`src/rtl/apb_pkg.sv`:
```
// Shared types and constants for the APB wait-state responder.
// Holds the FSM state enum, register-file size, WCFG address and bus widths.
package apb_pkg;

   localparam int DATA_W    = 8;
   localparam int ADDR_W    = 8;
   localparam int REG_COUNT = 16;
   localparam int IDX_W     = $clog2(REG_COUNT);

   localparam logic [ADDR_W-1:0] WCFG_ADDR = 8'h10;

   typedef enum logic {
      IDLE,
      ACCESS
   } state_t;

endpackage

```
`src/rtl/apb_wait_slave_if.sv`:
```
// APB bus bundle between a requester and the wait-state responder.
// Signals: sel, enable, write, addr, wdata (to responder); rdata, ready, error (back).
interface apb_wait_slave_if;
   import apb_pkg::*;

   logic [1:0]        sel;
   logic              enable;
   logic              write;
   logic [ADDR_W-1:0] addr;
   logic [DATA_W-1:0] wdata;
   logic [DATA_W-1:0] rdata;
   logic              ready;
   logic              error;

   modport master (
      output sel, enable, write, addr, wdata,
      input  rdata, ready, error
   );

   modport slave (
      input  sel, enable, write, addr, wdata,
      output rdata, ready, error
   );

endinterface

```
`src/rtl/apb_regfile.sv`:
```
// 16 x 8-bit register file: synchronous write, combinational read.
// Ports: clk, reset (sync, active-high, clears all), we/waddr/wdata, raddr/rdata.
module apb_regfile
   import apb_pkg::*;
(
   input  logic              clk,
   input  logic              reset,
   input  logic              we,
   input  logic [IDX_W-1:0]  waddr,
   input  logic [DATA_W-1:0] wdata,
   input  logic [IDX_W-1:0]  raddr,
   output logic [DATA_W-1:0] rdata
);

   logic [DATA_W-1:0] mem [REG_COUNT];

   always_ff @(posedge clk) begin
      if (reset) begin
         for (int i = 0; i < REG_COUNT; i++) begin
            mem[i] <= '0;
         end
      end else if (we) begin
         mem[waddr] <= wdata;
      end
   end

   assign rdata = mem[raddr];

endmodule

```
`src/rtl/apb_wait_slave.sv`:
```
// APB responder with programmable wait states (WCFG) in front of a 16x8 regfile.
// Ports: clk, reset (sync, active-high), id (select code), bus (APB slave modport).
module apb_wait_slave
   import apb_pkg::*;
(
   input  logic                   clk,
   input  logic                   reset,
   input  logic [1:0]             id,
   apb_wait_slave_if.slave        bus
);

   state_t            state_q;
   state_t            state_d;
   logic [2:0]        cnt_q;
   logic [2:0]        wcfg_q;
   logic [ADDR_W-1:0] lat_addr;
   logic              lat_write;
   logic [DATA_W-1:0] lat_wdata;

   logic              hit;
   logic              setup;
   logic              done;
   logic              in_rf;
   logic              is_wcfg;
   logic              rf_we;
   logic              wcfg_we;
   logic [DATA_W-1:0] rf_rdata;

   assign hit     = (bus.sel == id);
   assign setup   = (state_q == IDLE) && hit && !bus.enable;
   assign in_rf   = (lat_addr[ADDR_W-1:IDX_W] == '0);
   assign is_wcfg = (lat_addr == WCFG_ADDR);

   // Completion is gated by reset so nothing commits or shows while in reset.
   assign done = !reset && (state_q == ACCESS) && hit
               && bus.enable && (cnt_q == 3'd0);

   assign rf_we   = done && lat_write && in_rf;
   assign wcfg_we = done && lat_write && is_wcfg;

   apb_regfile u_regfile (
      .clk   (clk),
      .reset (reset),
      .we    (rf_we),
      .waddr (lat_addr[IDX_W-1:0]),
      .wdata (lat_wdata),
      .raddr (lat_addr[IDX_W-1:0]),
      .rdata (rf_rdata)
   );

   always_ff @(posedge clk) begin
      if (reset) begin
         state_q <= IDLE;
      end else begin
         state_q <= state_d;
      end
   end

   always_comb begin
      state_d = state_q;
      unique case (state_q)
         IDLE: begin
            if (hit && !bus.enable) begin
               state_d = ACCESS;
            end
         end
         ACCESS: begin
            // Leaves on completion, deselect or a dropped enable.
            if (!hit || !bus.enable || cnt_q == 3'd0) begin
               state_d = IDLE;
            end
         end
      endcase
   end

   always_comb begin
      bus.ready = done;
      bus.error = done && !in_rf && !is_wcfg;
      bus.rdata = '0;
      if (done && !lat_write) begin
         if (in_rf) begin
            bus.rdata = rf_rdata;
         end else if (is_wcfg) begin
            bus.rdata = {5'b0, wcfg_q};
         end
      end
   end

   // WCFG is loaded into cnt at setup, so a WCFG write only
   // affects transfers that begin after it completes.
   always_ff @(posedge clk) begin
      if (reset) begin
         cnt_q     <= '0;
         wcfg_q    <= '0;
         lat_addr  <= '0;
         lat_write <= 1'b0;
         lat_wdata <= '0;
      end else begin
         if (setup) begin
            lat_addr  <= bus.addr;
            lat_write <= bus.write;
            lat_wdata <= bus.wdata;
            cnt_q     <= wcfg_q;
         end else if (state_q == ACCESS && hit && bus.enable
                      && cnt_q != 3'd0) begin
            cnt_q <= cnt_q - 3'd1;
         end
         if (wcfg_we) begin
            wcfg_q <= lat_wdata[2:0];
         end
      end
   end

endmodule

```
`src/flat_wrapper.sv`:
```
// flat-port wrapper written by rule: the top's interface ports become plain ports
module apb_wait_slave_flat import apb_pkg::*;
  (clk, reset, id, bus_sel, bus_enable, bus_write, bus_addr, bus_wdata, bus_rdata, bus_ready, bus_error);
  apb_wait_slave_if bus_i ();
  input  logic clk;
  input  logic reset;
  input  logic [1:0] id;
  input wire logic [$bits(bus_i.sel)-1:0] bus_sel;
  input wire logic [$bits(bus_i.enable)-1:0] bus_enable;
  input wire logic [$bits(bus_i.write)-1:0] bus_write;
  input wire logic [$bits(bus_i.addr)-1:0] bus_addr;
  input wire logic [$bits(bus_i.wdata)-1:0] bus_wdata;
  output wire logic [$bits(bus_i.rdata)-1:0] bus_rdata;
  output wire logic [$bits(bus_i.ready)-1:0] bus_ready;
  output wire logic [$bits(bus_i.error)-1:0] bus_error;
  assign bus_i.sel = bus_sel;
  assign bus_i.enable = bus_enable;
  assign bus_i.write = bus_write;
  assign bus_i.addr = bus_addr;
  assign bus_i.wdata = bus_wdata;
  assign bus_rdata = bus_i.rdata;
  assign bus_ready = bus_i.ready;
  assign bus_error = bus_i.error;
  apb_wait_slave u_core (.clk(clk), .reset(reset), .id(id), .bus(bus_i));
endmodule
```
`config.mk`:
```
export PLATFORM = sky130hd
export DESIGN_NAME = apb_wait_slave_flat
export DESIGN_NICKNAME = d
export VERILOG_FILES = /design/src/rtl/apb_pkg.sv /design/src/rtl/apb_wait_slave_if.sv /design/src/rtl/apb_regfile.sv /design/src/rtl/apb_wait_slave.sv /design/src/flat_wrapper.sv
export SDC_FILE = /design/constraint.sdc
export NUM_CORES = 1
export LEC_CHECK = 0
export BUFFER_PORTS_ARGS = -buffer_cell sky130_fd_sc_hd__buf_4
export CAP_MARGIN = 20
export CORE_UTILIZATION = 55
export CTS_CLUSTER_DIAMETER = 40
export DETAILED_ROUTE_END_ITERATION = 10
export PLACE_DENSITY = 0.82
export SLEW_MARGIN = 20
export SYNTH_ARGS = -nofsm -noshare
export SYNTH_HDL_FRONTEND = slang
export SYNTH_SLANG_ARGS = --single-unit
```
`constraint.sdc`:
```
create_clock -name clk -period 3.4 [get_ports clk]
set_clock_uncertainty 0.2 [all_clocks]
set_input_delay 1.02 -clock clk [delete_from_list [all_inputs] [get_ports clk]]
set_output_delay 1.02 -clock clk [all_outputs]
set_load 0.01 [all_outputs]
```
==> impl_metrics.csv, run 1 <==
group,metric,value,unit
status,outcome,"finished with violations",
status,violations,"negative setup slack",
grt,grt_pass1_wl,27050,µm
final_layout,syn_to_final_growth,20.38,%
critical_path,r2r-start,"u_core.cnt_q[0]",
clocking,htreeDepth,4,
grt,grt_pass1_vias,4814,
final_layout,antenna_cells,0,
final_layout,nNetsFinal,644,
sta,finalCritPeriodShare,106.6,%
critical_path,arrival,2.41,ns
critical_path,r2r_cells,8,
clocking,clockBufferDepth,2,
min_path,hp-class,"flip-flop to flip-flop",
clocking,cts_sinks,156,
sta,holdWs,0.2910,ns
routing,wire_per_inst,21.03,µm
routing,drt_iter0_drc,433,
pwr,cellPowerDensity,480.0,nW/µm²
sta,fin_ws,-0.2254,ns
sta,fmax,275.8,MHz
placed_design,dp_hpwl,11670,µm
routing,route.detailed.drc,0,
critical_path,criticalPathCategory,"primary input to output port",
synth,synth.most_common_cell,"and2_1",
sta,finalHoldViolCount,0,
grt,track_usage,26.25,%
sta,slew_viol_final,0,
synth,avgSynthCellArea,13.34,µm²
routing,vias,4711,
floorplan,initial_core_util,56.13,%
sta,period_minus_slack,3.625,ns
synth,ys.flop_type,"edfxtp_1",
min_path,hold_path_end,"u_core.cnt_q[0]",
final_layout,stdcell_count,807,
routing,wl,16970,µm
floorplan,ios,34,
floorplan,rows,42,
final_layout,drive_gt1_share,30.74,%
sta,slew_headroom,52.37,%
placed_design,port_buffers,33,
synth,synthCells,555,
synth,synth_edf_count,128,
pwr,static-leakage-power,3.192,nW
synth,ys_seq_elements,156,
sta,setup_violations,9,
placed_design,place_ws,-0.1980,ns
sta,rsz0062_at_grt,"true",
routing,viasPerCell,5.838,
pwr,ir_drop,291.2,µV
placed_design,dp_cells,769,
floorplan,core_area,13190,µm²
floorplan,fp.dieW,118.0,µm
min_path,hp-start,"u_core.cnt_q[0]",
synth,synth_area_leader_cell,"edfxtp_1",
grt,antenna_found_initial,0,
synth,synth_cell_types,43,
synth,ys_top_cells_by_area,"edfxtp_1 (52%), and2_1 (11%), mux4_2 (7.9%), dfxtp_1 (7.6%), nor4_4 (3.2%)",
critical_path,r2r_setup_slack,0.69,ns
critical_path,path_max_fanout,3,
critical_path,cp_data_required_time,2.18,ns
floorplan,dieArea,13930,µm²
clocking,cts_tree,"built",
synth,async_reset_ff_share,0,%
routing,drt-pass1-iter-count,6,
pwr,finalPower,4.278,mW
synth,synth_top_area_share,51.92,%
clocking,ctsRootBufferMaster,"clkbuf_16",
routing,antenna_left,0,
clocking,cts_hold_buf,0,
clocking,cts_buffers,17,
min_path,hold_depth,1,
clocking,clk_latency,0.42,ns
flow_run,maxCapViolCount,0,
critical_path,end_kind,"output port",
synth,synth_area,7403,µm²
grt,grt_max_degree,44,
synth,synth_nets,581,
sta,worst_pin_slew,0.7135,ns
clocking,clk_pin_slew,0.06,ns
placed_design,globalplace.congestion,0.8554,
critical_path,startpoint_type,"primary input",
final_layout,n_fill_cell,863,
synth,synth_common_cells,"and2_1 (129), edfxtp_1 (128), nand2_1 (50)",
grt,gr-total-overflow,0,
floorplan,dieHeight,118.0,µm
synth,yosysWarnings,0,
synth,seq_area_frac_synth,59.49,%
critical_path,rr_endpoint,"u_core.u_regfile.mem[13][5]",
==> critical path, stage by stage <==
cell and delay [ns]:
buf_8 0.10, or3b_4 0.39, nor4_4 0.22, nand2_2 0.17, a2111oi_4 0.34, buf_4 0.17
==> sequential cells by signal, summed over array words and instances, names as in the netlist, named ones only <==
signal and cells:
u_core.lat_write 1, u_core.cnt_q 3, u_core.u_regfile.mem 128, u_core.lat_wdata 8
u_core.wcfg_q 3, u_core.lat_addr 8, u_core.state_q 1
==> worst max-delay path by stage <==
stage	startpoint	to	slack, ns	depth (start not counted)
2_1_floorplan	reset	bus_rdata[1]	-0.03	4
3_3_place_gp	reset	bus_rdata[1]	-0.17	6
3_5_place_dp	reset	bus_rdata[1]	-0.20	6
4_1_cts	reset	bus_rdata[2]	-0.18	6
5_1_grt	reset	bus_rdata[0]	-0.32	7
6_report	reset	bus_rdata[2]	-0.23	6
==> cells by family (layout without fill, tap and decap cells) <==
| kind of cell | Yosys count | in the layout | synth area share [%] |
|---|---|---|---|
| AOI/OAI and AO/OA | 51 | 51 | 4.428 |
| muxes | 41 | 41 | 9.937 |
| adders and majority gates | 2 | 2 | 0.3380 |
| buffers and inverters | 37 | 113 | 2.282 |
| and+or+nand+nor | 266 | 266 | 23.29 |
| DFF | 156 | 156 | 59.49 |
| xor gates and xnor gates | 2 | 2 | 0.2366 |
==> power by group <==
group	total, mW	switching (mW)	internal (mW)
Clock	1.77	0.773	0.997
Sequential	2.18	0.0551	2.12
Combinational	0.328	0.189	0.139
==> final cells by class <==
class | instances | area [µm²] | share of cell area [%]
Clock buffer | 20 | 466.7 | 5.237
Clock inverter | 12 | 82.58 | 0.9266
Inverter | 5 | 18.77 | 0.2106
Multi-Input combinational cell | 362 | 3057 | 34.30
Sequential cell | 156 | 4408 | 49.46
Tap cell | 176 | 220.2 | 2.471
Timing Repair Buffer | 76 | 659.4 | 7.399
==> per-stage QoR <==
step	TNS [ns]	util [%]	cell area (µm²)
final	-1.322	67.57	8912
after global placement	-1.046	61.82	8154
after detailed placement	-1.311	61.82	8154
after floorplan	-0.04165	-	7553
after CTS	-1.205	67.14	8856
after global routing	-2.076	67.57	8912
==> cells in the final DEF (no fill, tap or decap), types with 12 or more instances in the layout <==
| cell | netlist | routed |
|---|---|---|
| and2_1 | 129 | 129 |
| edfxtp_1 | 128 | 128 |
| buf_4 | 1 | 60 |
| nand2_1 | 50 | 49 |
| mux4_2 | 26 | 26 |
| dfxtp_1 | 28 | 25 |
| or2_2 | 19 | 19 |
| a21oi_1 | 22 | 19 |
| clkbuf_16 | 0 | 17 |
| mux2i_1 | 15 | 15 |
| nor4_4 | 11 | 12 |
==> what timing repair did <==
action,CTS,global route
pin swaps,2,3
setup endpoints to repair,9,10
resized for setup,21,14
buffers inserted,7,3
==> layer usage <==
| metal | global-route usage [%] | up-vias | routed length (µm) |
|---|---|---|---|
| met4 | 6.971 | 0 | 191 |
| met1 | 34.70 | 2363 | 6972 |
| li1 | - | 2164 | - |
| met5 | 0 | - | 0 |
| met3 | 4.167 | 19 | 966 |
| met2 | 45.15 | 165 | 8838 |
Note: power is estimated with default switching activity, not from simulation.
==> inputs of run 2 (changes only) <==
- SKIP_LAST_GASP: default -> 1
==> run 2 against run 1 <==
Against the previous run: the run still ends with negative setup slack left; total power about the same; count of clock-buffer cells in the layout unchanged; sequential cell count unchanged; register-to-register slack about the same; critical path depth increased by 1; worst hold slack got worse by 0.013 ns; global-route usage decreased by 0.41 points; sequential share of layout area increased by 0.083 points; final area decreased by 0.17%; cell count decreased by 0.12%; critical endpoint is now bus_rdata[0]; largest cell class unchanged.
==> impl_metrics.csv, run 2 (same netlist as run 1, synthesis figures left out) <==
group,metric,value,unit
placed_design,globalplace.congestion,0.8554,
clocking,cts_tree,"built",
floorplan,dieHeight,118.0,µm
sta,slew_viol_final,0,
floorplan,fp.dieW,118.0,µm
grt,gr-total-overflow,0,
clocking,cts_hold_buf,0,
routing,drt_iter0_drc,400,
routing,route.detailed.drc,0,
critical_path,criticalPathCategory,"primary input to output port",
clocking,ctsRootBufferMaster,"clkbuf_16",
clocking,htreeDepth,4,
clocking,clockBufferDepth,2,
status,outcome,"finished with violations",
final_layout,nNetsFinal,643,
routing,vias,4704,
sta,worst_pin_slew,0.7093,ns
clocking,cts_buffers,17,
critical_path,path_max_fanout,3,
placed_design,port_buffers,33,
sta,finalCritPeriodShare,105.4,%
clocking,clk_latency,0.42,ns
sta,finalHoldViolCount,0,
pwr,cellPowerDensity,480.8,nW/µm²
final_layout,regArea,4408,µm²
floorplan,initial_core_util,56.13,%
pwr,finalPower,4.278,mW
grt,antenna_found_initial,0,
sta,period_minus_slack,3.583,ns
final_layout,top_register,"u_core.u_regfile.mem",
sta,holdWs,0.2777,ns
min_path,hp-class,"flip-flop to flip-flop",
flow_run,maxCapViolCount,0,
grt,grt_max_degree,44,
critical_path,startpoint_type,"primary input",
placed_design,dp_cells,769,
clocking,cts_sinks,156,
routing,antenna_left,0,
final_layout,design_area,8897,µm²
sta,fin_setup_tns,-1.164,ns
critical_path,cp_data_required_time,2.18,ns
routing,viasPerCell,5.836,
final_layout,final_util,67.45,%
routing,wl,16860,µm
sta,fmax,279.1,MHz
final_layout,largest_reg_flops,128,
final_layout,n_fill_cell,864,
sta,rsz0062_at_grt,"true",
final_layout,syn_to_final_growth,20.18,%
clocking,clk_pin_slew,0.06,ns
grt,grt_pass1_vias,4769,
placed_design,dp_hpwl,11670,µm
final_layout,stdcell_count,806,
pwr,static-leakage-power,3.185,nW
routing,wire_per_inst,20.92,µm
critical_path,arrival,2.36,ns
floorplan,ios,34,
pwr,ir_drop,290.1,µV
sta,slew_headroom,52.65,%
status,violations,"negative setup slack",
final_layout,final_common_cell,"and2_1",
final_layout,top_regs,"u_core.u_regfile.mem (128), u_core.lat_addr (8), u_core.lat_wdata (8)",
placed_design,postPlaceCellArea,8154,µm²
routing,drt-pass1-iter-count,5,
final_layout,final_cell_mix,"and2_1 (129), edfxtp_1 (128), buf_4 (60), nand2_1 (49), mux4_2 (26)",
final_layout,multiInputGateArea,3057,µm²
floorplan,core_area,13190,µm²
sta,fin_ws,-0.1825,ns
floorplan,rows,42,
final_layout,drive_gt1_share,30.63,%
final_layout,antenna_cells,0,
sta,setup_violations,9,
placed_design,place_ws,-0.1980,ns
floorplan,dieArea,13930,µm²
grt,track_usage,25.85,%
critical_path,end_kind,"output port",
grt,grt_pass1_wl,26650,µm
==> run 2: layout make-up <==
| cell class | count | share of cell area (%) |
|---|---|---|
| Sequential cell | 156 | 49.54 |
| Clock buffer | 20 | 5.245 |
| Clock inverter | 12 | 0.9281 |
| Tap cell | 176 | 2.475 |
| Multi-Input combinational cell | 362 | 34.36 |
| Timing Repair Buffer | 75 | 7.242 |
| Inverter | 5 | 0.2109 |
==> run 2: critical path, cell delays in order <==
cell and delay [ns]:
buf_6 0.09, or3b_4 0.38, nor4_4 0.21, nand2_2 0.15, buf_4 0.17, a2111oi_4 0.17, buf_4 0.17
==> run 2: repair_timing <==
action                                  CTS  global route
setup buffers                             7             1
pin swaps                                 2             3
resized for setup                        14            15
endpoints found under the setup margin    9            10
==> run 2: final timing paths <==
path,cells after the start,end,start,slack (ns)
setup reg to reg,8,u_core.u_regfile.mem[13][5],u_core.cnt_q[0],0.69
hold / removal,2,u_core.lat_addr[5],u_core.lat_addr[5],0.28
hold reg to reg,2,u_core.lat_addr[5],u_core.lat_addr[5],0.28
setup / recovery,7,bus_rdata[0],reset,-0.18
==> run 2: routing by layer <==
metal	vias up	global-route usage (%)	routed length (µm)
li1	2162	-	-
met1	2340	34.06	6928
met5	-	0	0
met4	0	6.971	180
met3	19	3.973	1023
met2	183	44.60	8727
==> run 2: report_power, final <==
part / internal [mW] / switching, mW / total (mW) / leakage (nW)
combinational: 0.138 / 0.187 / 0.325 / 1.36
clock: 0.997 / 0.775 / 1.77 / 0.275
sequential: 2.12 / 0.0551 / 2.18 / 1.55
total: 3.26 / 1.02 / 4.28 / 3.18
==> inputs of run 3 (changes only) <==
- RECOVER_POWER: default -> 25
==> run 3 against run 2 <==
Against the previous run: the run still ends with negative setup slack left; worst hold slack is the same; worst setup slack stayed put; sequential share of layout area hardly changed; total power is essentially flat; cell count is the same; global-route usage unchanged; register-to-register slack about the same; die area unchanged; via count barely moved; critical path type unchanged; largest power group unchanged.
==> impl_metrics.csv, run 3 (same netlist as run 1, synthesis figures left out) <==
group,metric,value,unit
sta,rsz0062_at_grt,"true",
clocking,cts_hold_buf,0,
pwr,static-leakage-power,3.181,nW
sta,finalCritPeriodShare,105.4,%
critical_path,critPathSlowestCell,"or3b_4",
clocking,ctsRootBufferMaster,"clkbuf_16",
routing,viasPerCell,5.840,
final_layout,design_area,8894,µm²
floorplan,core_area,13190,µm²
final_layout,final_common_cell,"and2_1",
final_layout,syn_to_final_growth,20.13,%
routing,drt_iter0_drc,400,
sta,fin_ws,-0.1825,ns
pwr,p_switching,1.018,mW
critical_path,path_cells,"buf_6, or3b_4, nor4_4, nand2_2, buf_4, a2111oi_4, buf_4",
placed_design,globalplace.congestion,0.8554,
placed_design,dp_cells,769,
final_layout,stdcell_count,806,
final_layout,drive_gt1_share,30.48,%
clocking,htreeDepth,4,
placed_design,postPlaceCellArea,8154,µm²
critical_path,cp_data_required_time,2.18,ns
sta,setup_violations,9,
critical_path,cpPeakStageDelay,0.38,ns
pwr,p_comb_share,7.6,%
clocking,clockBufferDepth,2,
flow_run,maxCapViolCount,0,
floorplan,initial_core_util,56.13,%
final_layout,top_register,"u_core.u_regfile.mem",
critical_path,crit_top_cell,"buf_4",
min_path,hp-class,"flip-flop to flip-flop",
floorplan,dieHeight,118.0,µm
final_layout,largest_reg_flops,128,
floorplan,fp.dieW,118.0,µm
critical_path,startpoint_type,"primary input",
routing,wl,16850,µm
final_layout,n_fill_cell,863,
critical_path,end_kind,"output port",
status,outcome,"finished with violations",
pwr,p_sw_share,23.79,%
sta,finalHoldViolCount,0,
floorplan,ios,34,
placed_design,place_ws,-0.1980,ns
clocking,clk_latency,0.42,ns
grt,grt_pass1_wl,26650,µm
sta,fin_setup_tns,-1.164,ns
routing,route.detailed.drc,0,
sta,holdWs,0.2777,ns
pwr,internal-power,3.260,mW
sta,slew_headroom,52.67,%
sta,period_minus_slack,3.583,ns
grt,antenna_found_initial,0,
pwr,cellPowerDensity,481.0,nW/µm²
routing,drt-pass1-iter-count,5,
critical_path,path_max_fanout,3,
sta,fmax,279.1,MHz
routing,wire_per_inst,20.91,µm
routing,vias,4707,
final_layout,top_regs,"u_core.u_regfile.mem (128), u_core.lat_addr (8), u_core.lat_wdata (8)",
critical_path,arrival,2.36,ns
clocking,cts_sinks,156,
pwr,pwr-share-seq,51.0,%
grt,track_usage,25.85,%
placed_design,port_buffers,33,
grt,grt_max_degree,44,
status,violations,"negative setup slack",
clocking,clk_pin_slew,0.06,ns
grt,grt_pass1_vias,4769,
sta,slew_viol_final,0,
clocking,cts_tree,"built",
final_layout,final_cell_mix,"and2_1 (129), edfxtp_1 (128), buf_4 (59), nand2_1 (49), mux4_2 (26)",
final_layout,nNetsFinal,643,
grt,gr-total-overflow,0,
floorplan,rows,42,
clocking,cts_buffers,17,
pwr,ir_drop,290.1,µV
critical_path,criticalPathCategory,"primary input to output port",
placed_design,dp_hpwl,11670,µm
final_layout,final_util,67.43,%
final_layout,antenna_cells,0,
pwr,finalPower,4.278,mW
routing,antenna_left,0,
pwr,clkPwrFrac,41.4,%
sta,worst_pin_slew,0.7090,ns
floorplan,dieArea,13930,µm²
[run 3: cell types whose count changed in the layout (fill, tap and decap cells not counted)]
cell | before | now
buf_4 | 60 | 59
clkbuf_1 | 0 | 1
[run 3: metal layers]
layer / wire (µm) / global-route usage, %
met4: 180 / 6.971
met2: 8723 / 44.60
met1: 6933 / 34.06
met5: 0 / 0
met3: 1017 / 3.973
[run 3: repair_timing]
| action | in CTS | in global routing |
|---|---|---|
| pin swaps | 2 | 3 |
| setup buffers | 7 | 1 |
| setup endpoints to repair | 9 | 10 |
| resized for setup | 14 | 15 |
[run 3: critical path: cells and delay by family]
family	cells	cell delay (ns)
and+or+nand+nor	3	0.74
buffers and inverters	3	0.43
AOI/OAI and AO/OA	1	0.17
[run 3: final timing paths]
kind                 startpoint                          end  slack [ns]  cells past startpoint
max reg2reg     u_core.cnt_q[0]  u_core.u_regfile.mem[13][5]        0.69                      8
min reg2reg  u_core.lat_addr[5]           u_core.lat_addr[5]        0.28                      2
max                       reset                 bus_rdata[0]       -0.18                      7
min          u_core.lat_addr[5]           u_core.lat_addr[5]        0.28                      2
[run 3: final cells by class]
class	count	area, µm²	share of cell area [%]
Clock buffer	20	466.7	5.248
Clock inverter	12	82.58	0.9285
Inverter	5	18.77	0.2110
Multi-Input combinational cell	362	3057	34.37
Sequential cell	156	4408	49.56
Tap cell	176	220.2	2.476
Timing Repair Buffer	75	640.6	7.203
[run 3: power groups by stage]
stage	clock network (mW)	logic [mW]	registers, mW
2_1_floorplan	0	0.223	2.18
3_3_place_gp	0	0.295	2.21
3_5_place_dp	0	0.305	2.22
4_1_cts	1.78	0.316	2.18
5_1_grt	1.86	0.346	2.19
6_report	1.77	0.325	2.18
